--- src/rtl/tri_pkg.sv ---
// Shared types for the triangle scan path: coordinate widths, the scanner state
// encoding and small unsigned min/max helpers used by the bounding-box logic.
package tri_pkg;

    localparam int CW    = 11;
    localparam int CNT_W = 23;

    typedef logic [CW-1:0] coord_t;

    typedef enum logic [2:0] {
        IDLE,
        BBOX,
        ISSUE,
        WAIT,
        DONE
    } scan_state_t;

    function automatic coord_t coord_min(input coord_t a, input coord_t b);
        return (a < b) ? a : b;
    endfunction

    function automatic coord_t coord_max(input coord_t a, input coord_t b);
        return (a > b) ? a : b;
    endfunction

endpackage

--- src/rtl/tri_bbox.sv ---
// Combinational bounding box of three unsigned vertices.
module tri_bbox
    import tri_pkg::*;
(
    input  logic [CW-1:0] x1,
    input  logic [CW-1:0] y1,
    input  logic [CW-1:0] x2,
    input  logic [CW-1:0] y2,
    input  logic [CW-1:0] x3,
    input  logic [CW-1:0] y3,
    output logic [CW-1:0] xmin,
    output logic [CW-1:0] xmax,
    output logic [CW-1:0] ymin,
    output logic [CW-1:0] ymax
);

    assign xmin = coord_min(coord_min(x1, x2), x3);
    assign xmax = coord_max(coord_max(x1, x2), x3);
    assign ymin = coord_min(coord_min(y1, y2), y3);
    assign ymax = coord_max(coord_max(y1, y2), y3);

endmodule

--- src/rtl/tri_raster_scanner.sv ---
// Walks a triangle's bounding box in raster order, one point-in-triangle request at a
// time, and streams out the inside pixels. TRI_SCAN_DEGEN_CHECK_EN adds a zero-area skip.
module tri_raster_scanner
    import tri_pkg::*;
(
    input  logic             clk,
    input  logic             rst_n,
    input  logic             start,
    input  logic [CW-1:0]    p1x,
    input  logic [CW-1:0]    p1y,
    input  logic [CW-1:0]    p2x,
    input  logic [CW-1:0]    p2y,
    input  logic [CW-1:0]    p3x,
    input  logic [CW-1:0]    p3y,
    output logic             busy,
    output logic             done,
    output logic             req_valid,
    input  logic             req_ready,
    output logic [CW-1:0]    req_x,
    output logic [CW-1:0]    req_y,
    input  logic             res_valid,
    input  logic             res_inside,
    output logic             pix_valid,
    output logic [CW-1:0]    pix_x,
    output logic [CW-1:0]    pix_y,
    output logic [CNT_W-1:0] inside_count
`ifdef TRI_SCAN_DEGEN_CHECK_EN
    ,
    output logic             degen
`endif
);

    scan_state_t state, state_nxt;

    logic [CW-1:0] v1x, v1y, v2x, v2y, v3x, v3y;
    logic [CW-1:0] xmin, xmax, ymin, ymax;
    logic [CW-1:0] cur_x, cur_y;
    logic          last_point;
    logic          area_zero;

    tri_bbox u_bbox (
        .x1   (v1x),
        .y1   (v1y),
        .x2   (v2x),
        .y2   (v2y),
        .x3   (v3x),
        .y3   (v3y),
        .xmin (xmin),
        .xmax (xmax),
        .ymin (ymin),
        .ymax (ymax)
    );

`ifdef TRI_SCAN_DEGEN_CHECK_EN
    localparam int AW = 2 * CW + 2;

    logic signed [AW-1:0] sx1, sy1, sx2, sy2, sx3, sy3, area;

    assign sx1  = $signed({{(AW-CW){1'b0}}, v1x});
    assign sy1  = $signed({{(AW-CW){1'b0}}, v1y});
    assign sx2  = $signed({{(AW-CW){1'b0}}, v2x});
    assign sy2  = $signed({{(AW-CW){1'b0}}, v2y});
    assign sx3  = $signed({{(AW-CW){1'b0}}, v3x});
    assign sy3  = $signed({{(AW-CW){1'b0}}, v3y});
    assign area = sx1 * (sy2 - sy3) + sx2 * (sy3 - sy1) + sx3 * (sy1 - sy2);
    assign area_zero = (area == '0);
`else
    assign area_zero = 1'b0;
`endif

    // Equality against the box edges, never an increment-and-overflow test, so a
    // box touching 2^CW-1 terminates without wrapping.
    assign last_point = (cur_x == xmax) && (cur_y == ymax);

    // NOTE: always_comb assigns every output a default before the case so no path
    // leaves a signal unassigned and no latch is inferred.
    always_comb begin
        state_nxt = state;
        case (state)
            IDLE:    if (start) state_nxt = BBOX;
            BBOX:    state_nxt = area_zero ? DONE : ISSUE;
            ISSUE:   if (req_ready) state_nxt = WAIT;
            WAIT:    if (res_valid) state_nxt = last_point ? DONE : ISSUE;
            DONE:    state_nxt = IDLE;
            default: state_nxt = IDLE;
        endcase
    end

    // NOTE: vertex registers have no reset; they are only read after a start loads them.
    always_ff @(posedge clk) begin
        if (state == IDLE && start) begin
            v1x <= p1x;
            v1y <= p1y;
            v2x <= p2x;
            v2y <= p2y;
            v3x <= p3x;
            v3y <= p3y;
        end
    end

    // NOTE: state registers use non-blocking assignments so every flop samples
    // pre-edge values regardless of statement order.
    always_ff @(posedge clk) begin
        if (!rst_n) begin
            state        <= IDLE;
            cur_x        <= '0;
            cur_y        <= '0;
            pix_valid    <= 1'b0;
            pix_x        <= '0;
            pix_y        <= '0;
            inside_count <= '0;
`ifdef TRI_SCAN_DEGEN_CHECK_EN
            degen        <= 1'b0;
`endif
        end else begin
            state     <= state_nxt;
            pix_valid <= 1'b0;
            case (state)
                IDLE: begin
                    if (start) begin
                        inside_count <= '0;
`ifdef TRI_SCAN_DEGEN_CHECK_EN
                        degen        <= 1'b0;
`endif
                    end
                end
                BBOX: begin
                    cur_x <= xmin;
                    cur_y <= ymin;
`ifdef TRI_SCAN_DEGEN_CHECK_EN
                    degen <= area_zero;
`endif
                end
                WAIT: begin
                    if (res_valid) begin
                        if (res_inside) begin
                            pix_valid    <= 1'b1;
                            pix_x        <= cur_x;
                            pix_y        <= cur_y;
                            inside_count <= inside_count + CNT_W'(1);
                        end
                        if (cur_x != xmax) begin
                            cur_x <= cur_x + CW'(1);
                        end else if (cur_y != ymax) begin
                            cur_x <= xmin;
                            cur_y <= cur_y + CW'(1);
                        end
                    end
                end
                default: ;
            endcase
        end
    end

    assign busy      = (state == BBOX) || (state == ISSUE) || (state == WAIT);
    assign done      = (state == DONE);
    assign req_valid = (state == ISSUE);
    assign req_x     = cur_x;
    assign req_y     = cur_y;

endmodule

--- config.mk ---
export PLATFORM = sky130hd
export DESIGN_NAME = tri_raster_scanner
export DESIGN_NICKNAME = d
export VERILOG_FILES = /design/src/rtl/tri_pkg.sv /design/src/rtl/tri_bbox.sv /design/src/rtl/tri_raster_scanner.sv
export SDC_FILE = /design/constraint.sdc
export NUM_CORES = 1
export LEC_CHECK = 0
export ABC_AREA = 1
export BUFFER_PORTS_ARGS = -buffer_cell sky130_fd_sc_hd__buf_2
export CAP_MARGIN = 20
export CORE_MARGIN = 5
export CORE_UTILIZATION = 53
export DETAILED_ROUTE_END_ITERATION = 8
export HOLD_SLACK_MARGIN = 0.02
export PLACE_DENSITY = 0.83
export SLEW_MARGIN = 40
export SYNTH_ARGS = -nofsm -noshare
export SYNTH_HDL_FRONTEND = slang
export SYNTH_HIERARCHICAL = 1
export SYNTH_SLANG_ARGS = --single-unit
--- constraint.sdc ---
create_clock -name clk -period 7.01 [get_ports clk]
set_input_delay 1.402 -clock clk [delete_from_list [all_inputs] [get_ports clk]]
set_output_delay 1.402 -clock clk [all_outputs]
set_load 0.01 [all_outputs]
==> results.yml, run 1 <==
clocking:
  ctsHoldBuffers: 0
  path_clk_slew_ns: 0.06
  postCtsSetupBuffers: 0
  ctsRootBufferMaster: "clkbuf_16"
  cts_made_buffers: 17
  cts_resized: 0
  clockBufferDepth: 2
  cts_tree: "yes"
  cts_max_level: 4
  insertion_delay_ns: 0.42
  cts_sinks: 137
sta:
  setup_ws_ns: 1.97
  rsz0062_at_grt: "false"
  fmax_mhz: 198
  setup_viol: 0
  timing.slew.headroom_pct: 46.2
  tns_ns: 0
  fin_crit_sh_pct: 71.9
  tightest_slew_ns: 0.806
  min_period_ns: 5.04
  finClkSkew_ns: 0.00930
  slew_violations: 0
  hold_viol: 0
floorplanning:
  core-area_um2: 16400
  die_h_um: 138
  initial_core_util_pct: 53.3
  die-area_um2: 19200
  rows: 47
  io_pins: 143
  die_w_um: 138
grt:
  grt_use_total_pct: 21.6
  grt-ovfl-total: 0
  grt_max_degree: 67
  grt_pass1_wl_mm: 34.7
  grt_pass1_vias: 7234
  antenna_found_initial: 0
setup_path:
  slowest_delay_ns: 0.53
  r2r_setup_slack_ns: 1.97
  start_kind: "register"
  reg2regPathDepth: 30
  crit_start: "v1x[8]$_DFFE_PP_"
  critPathMostFrequentCell: "nand2_1"
  cp_max_fo: 24
  worstSetupEndpointType: "register"
  cp_slowest_cell: "nand2_1"
  cp.arrival_ns: 5.35
  cp.required_ns: 7.32
  rr_endpoint: "req_x[2]$_SDFFE_PN0P_"
  reg2reg_from: "v1x[8]$_DFFE_PP_"
  endpoint: "req_x[2]$_SDFFE_PN0P_"
  criticalPathCategory: "reg2reg"
detailed_routing:
  antenna_left: 0
  drt_pre_antenna_iters: 5
  wl_per_cell_um: 13.4
  drc: 0
  wirelength_mm: 20.7
  avgViaCountPerCell: 5.16
  drtIter0Drc: 537
  num_vias: 7945
synth:
  syn_avg_cell_area_um2: 7.41
  synth_commonest_cells: "341 x nand2_1, 151 x inv_1, 106 x nor2_1"
  ys_seq_elements: 137
  ys_warn_count: 6
  yosys.area.top_type: "edfxtp_1"
  synth_edf_count: 66
  yosysUniqueCellTypes: 46
  synth-seq-area-share_pct: 38.9
  postSynth.asyncResetShare_pct: 0
  synth_top_area_share_pct: 22.7
  syn_nets: 1320
  synth_cells: 1181
  synth.most_common_cell: "nand2_1"
  synth_flop_cell: "dfxtp_1"
  synthTopCellsByArea: "edfxtp_1 23%, dfxtp_1 16%, nand2_1 15%"
  synth_area_um2: 8750
layout:
  area_growth_pct: 16.0
  antenna_cells: 0
  fin_nets: 1447
  post-route-util_pct: 61.8
  drive_above_1_share_pct: 17.2
  seq_area_um2: 3400
  multi_input_area_um2: 4550
  fill_cells: 1450
  finalInstanceArea_um2: 10100
placed_design:
  dpl_cell_area_um2: 9560
  io_buffers: 142
  dp_worst_setup_slack_ns: 2.07
  gp_congestion: 0.938
  hpwl_mm: 15.9
power:
  power.static_leakage_nw: 5.02
  p_per_area_nw_per_um2: 413
  ir_worst_vdd_mv: 0.214
  finalPower_mw: 4.19
flow_run:
  drv_cap: 0
run_status:
  status: "complete, no violations"
min_path:
  hp-class: "reg2reg"
sequential cells by signal (all words and copies together) (netlist names):
register,count
inside_count,23
pix_x,11
pix_y,11
req_x,11
req_y,11
v1x,11
v1y,11
v2x,11
v2y,11
v3x,11
v3y,11
state,3
pix_valid,1
placed cells by master (no fill, tap or decap), types with 2 or more instances in the layout:
master | netlist | final
nor4_1 | 3 | 3
o21ai_2 | 18 | 18
nor2_1 | 106 | 105
buf_2 | 11 | 142
nand4_1 | 21 | 21
o31ai_1 | 3 | 2
nor2_2 | 2 | 2
a21oi_2 | 2 | 2
o21ai_1 | 14 | 14
inv_6 | 0 | 2
o221a_2 | 2 | 2
dfxtp_1 | 71 | 71
nand3_1 | 56 | 56
nor2_4 | 1 | 2
clkbuf_1 | 9 | 3
xnor2_1 | 8 | 8
nor3_1 | 14 | 14
edfxtp_1 | 66 | 66
xor2_1 | 14 | 14
clkbuf_16 | 0 | 20
ha_1 | 67 | 67
inv_2 | 5 | 5
nand3b_1 | 2 | 2
nand2_2 | 9 | 9
inv_1 | 151 | 151
o21ai_0 | 79 | 79
o21a_1 | 2 | 2
a21oi_1 | 66 | 66
o31ai_2 | 1 | 2
nand3_2 | 5 | 5
nand2_1 | 341 | 341
clkinv_2 | 0 | 3
buf_4 | 6 | 3
stage by stage:
stage / hold slack, ns / std cells
4_1_cts: 0.492 / 1541
3_3_place_gp: 0.473 / 1509
5_1_grt: 0.516 / 1541
2_1_floorplan: 0.493 / 1181
3_5_place_dp: 0.478 / 1509
6_report: 0.494 / 1541
worst max-delay path: cells and delay by family (launching register included):
family | cells | cell delay, ns
buf+inv | 4 | 0.60
fa+ha+maj | 2 | 0.63
compound gates | 4 | 0.57
simple gates | 20 | 2.72
flops | 1 | 0.40
cell families (layout without fill, tap and decap cells):
kind of cell             count (synthesis)  in the layout  synth area share [%]
flip-flops                             137            137                  38.9
AND/OR/NAND/NOR                        567            567                  27.5
adder cells (fa/ha/maj)                 67             67                  9.59
AO/OA/AOI/OAI                          194            194                  12.6
XOR/XNOR                                22             22                  2.20
buffers and inverters                  194            334                  9.23
per-layer routing:
layer | wire, um | vias to the layer above | part of all wire (%) | global-route usage [%]
met4 | 337 | 0 | 1.6 | 7.49
li1 | - | 4121 | - | -
met3 | 1290 | 26 | 6.2 | 4.52
met2 | 8810 | 251 | 43 | 32.1
met1 | 10200 | 3547 | 49 | 31.2
met5 | 0 | - | 0 | 0
worst min path at each step:
stage	startpoint	to	cells after the start
finish	inside_count[2]$_SDFFE_PN0P_	inside_count[2]$_SDFFE_PN0P_	1
global route	inside_count[21]$_SDFFE_PN0P_	inside_count[21]$_SDFFE_PN0P_	2
CTS	inside_count[2]$_SDFFE_PN0P_	inside_count[2]$_SDFFE_PN0P_	1
detailed placement	inside_count[2]$_SDFFE_PN0P_	inside_count[2]$_SDFFE_PN0P_	1
global placement	inside_count[2]$_SDFFE_PN0P_	inside_count[2]$_SDFFE_PN0P_	1
floorplan	inside_count[2]$_SDFFE_PN0P_	inside_count[2]$_SDFFE_PN0P_	1
final cells by class:
type                            instances  area share, %
Clock buffer                           24           5.18
Clock inverter                          8          0.543
Inverter                              156           5.77
Multi-Input combinational cell        850           44.9
Sequential cell                       137           33.6
Tap cell                              220           2.71
Timing Repair Buffer                  146           7.34
where the power goes:
| part | internal (mW) | leakage, nW | switching [mW] |
|---|---|---|---|
| sequential | 1.02 | 1.21 | 0.139 |
| clock | 0.527 | 0.287 | 0.348 |
| combinational | 0.757 | 3.53 | 1.39 |
| total | 2.31 | 5.02 | 1.88 |
Power figures use the tool's default switching activity.
==> inputs of run 2 (changes only) <==
- CORE_UTILIZATION: 53 -> 52
- PLACE_DENSITY: 0.83 -> 0.84
- clock period: 7.01 -> 4.05 ns (I/O delays scaled with it)
==> run 2 against run 1 <==
The flow now finishes with violations (negative setup slack). Clock-buffer cell count unchanged. Worst setup slack worse by 2.4 ns. Clock skew up 0.0012 ns. First-iteration DRC count up 22%. Sequential share of layout area down 3.5 points. Routed wire length up 19%. Register-to-register slack worse by 2.4 ns. Clock power up 85%. Highest routed layer unchanged.
==> results.yml, run 2 (synthesized netlist as in run 1, its figures left out) <==
layout:
  area_growth_pct: 29.3
  fin_nets: 1523
  antenna_cells: 0
  layoutNonFillerInstCount: 1617
  fill_cells: 1260
  largest_register_ffs: 23
  finalInstanceArea_um2: 11300
  mostFrequentLayoutCells: "312 x nand2_1, 145 x inv_1, 142 x buf_2"
  final_common_cell: "nand2_1"
  seq_area_um2: 3400
  largest_register: "inside_count"
  drive_above_1_share_pct: 27.1
  post-route-util_pct: 68.5
  multi_input_area_um2: 4990
sta:
  fin_hold_ws_ns: 0.501
  fmax_mhz: 222
  setup_ws_ns: -0.446
  slew_violations: 0
  tightest_slew_ns: 0.842
  finClkSkew_ns: 0.0105
  fin_crit_sh_pct: 111
  min_period_ns: 4.50
  timing.slew.headroom_pct: 43.9
  hold_viol: 0
  tns_ns: -8.78
  setup_viol: 24
  rsz0062_at_grt: "true"
detailed_routing:
  drt_pre_antenna_iters: 5
  wirelength_mm: 24.6
  drc: 0
  antenna_left: 0
  num_vias: 8652
  wl_per_cell_um: 15.2
  avgViaCountPerCell: 5.35
  drtIter0Drc: 655
grt:
  grt_use_total_pct: 24.2
  grt-ovfl-total: 0
  antenna_found_initial: 0
  grt_pass1_vias: 8217
  use_met2_pct: 38.7
  met1_usage_pct: 31.8
  grt_max_degree: 67
  grt_pass1_wl_mm: 39.0
  grt_use_met3_pct: 5.11
  grt-busiest-layer: "met2"
placed_design:
  gp_congestion: 0.946
  io_buffers: 142
  dpl_cell_area_um2: 9940
  dp_worst_setup_slack_ns: -0.186
  hpwl_mm: 16.3
  post-place-cells: 1555
clocking:
  cts_tree: "yes"
  clockBufferDepth: 2
  path_clk_slew_ns: 0.06
  cts_max_level: 4
  insertion_delay_ns: 0.43
  cts_sinks: 137
  ctsRootBufferMaster: "clkbuf_16"
  cts_made_buffers: 17
  ctsHoldBuffers: 0
setup_path:
  critPathMostFrequentCell: "nand2_1"
  reg2reg_from: "v1x[5]$_DFFE_PP_"
  crit_family: "simple AND/OR/NAND/NOR gates"
  cp.arrival_ns: 4.85
  cp_slowest_cell: "edfxtp_1"
  cp.buffers_inverters: 5
  crit_start: "v1x[5]$_DFFE_PP_"
  start_kind: "register"
  cp_max_fo: 7
  criticalPathCategory: "reg2reg"
  cp.required_ns: 4.41
  slowest_delay_ns: 0.43
  worstSetupEndpointType: "register"
run_status:
  status: "finished, violations left"
  violations: "negative setup slack"
min_path:
  hp-class: "reg2reg"
  min_from: "inside_count[21]$_SDFFE_PN0P_"
floorplanning:
  io_pins: 143
  die_w_um: 140
  die-area_um2: 19500
  rows: 47
  die_h_um: 140
  initial_core_util_pct: 52.9
  core-area_um2: 16500
power:
  power.static_leakage_nw: 5.49
  ir_worst_vdd_mv: 0.377
  finalPower_mw: 8.62
  p_per_area_nw_per_um2: 762
flow_run:
  drv_cap: 0
## run 2: cell types whose count changed in the layout (fill, tap and decap cells not counted), moves of 7 or more
cell,previous run,this run
ha_4,0,7
nor2_1,105,94
nand2_2,9,32
nand2_1,341,312
buf_4,3,62
ha_1,67,60
o21ai_0,79,70
## run 2: final timing paths
kind                                        end  slack (ns)  depth (start not counted)
setup / recovery          req_x[5]$_SDFFE_PN0P_       -0.45                         27
hold / removal    inside_count[21]$_SDFFE_PN0P_        0.50                          2
setup reg to reg          req_x[5]$_SDFFE_PN0P_       -0.45                         27
hold reg to reg   inside_count[21]$_SDFFE_PN0P_        0.50                          2
## run 2: area by class of cell
| cell class | instances | share of cell area [%] |
|---|---|---|
| Clock buffer | 24 | 4.53 |
| Multi-Input combinational cell | 852 | 44.1 |
| Tap cell | 220 | 2.43 |
| Inverter | 156 | 5.22 |
| Sequential cell | 137 | 30.1 |
| Timing Repair Buffer | 218 | 12.5 |
| Timing Repair inverter | 2 | 0.133 |
| Clock inverter | 8 | 0.918 |
## run 2: what timing repair did
action,in CTS,in global routing
cloned,8,0
setup endpoints to repair,23,24
setup buffers,15,10
pin swaps,5,33
resized for setup,59,58
## run 2: where the power goes
part / leakage (nW) / switching, mW / internal [mW]
combinational: 3.98 / 3.01 / 1.99
sequential: 1.21 / 0.233 / 1.77
clock: 0.303 / 0.609 / 1.01
## run 2: per-layer routing
layer	vias to the layer above	wire (um)	share of wire, %
li1	4287	-	-
met1	3912	10600	43
met2	371	11400	47
met3	82	1720	7.0
met4	0	828	3.4
met5	-	0	0
## run 2: tightest hold or removal path, cell delays in order (launching register included)
cell and delay [ns]:
dfxtp_1 0.32, inv_1 0.07, a21oi_1 0.06
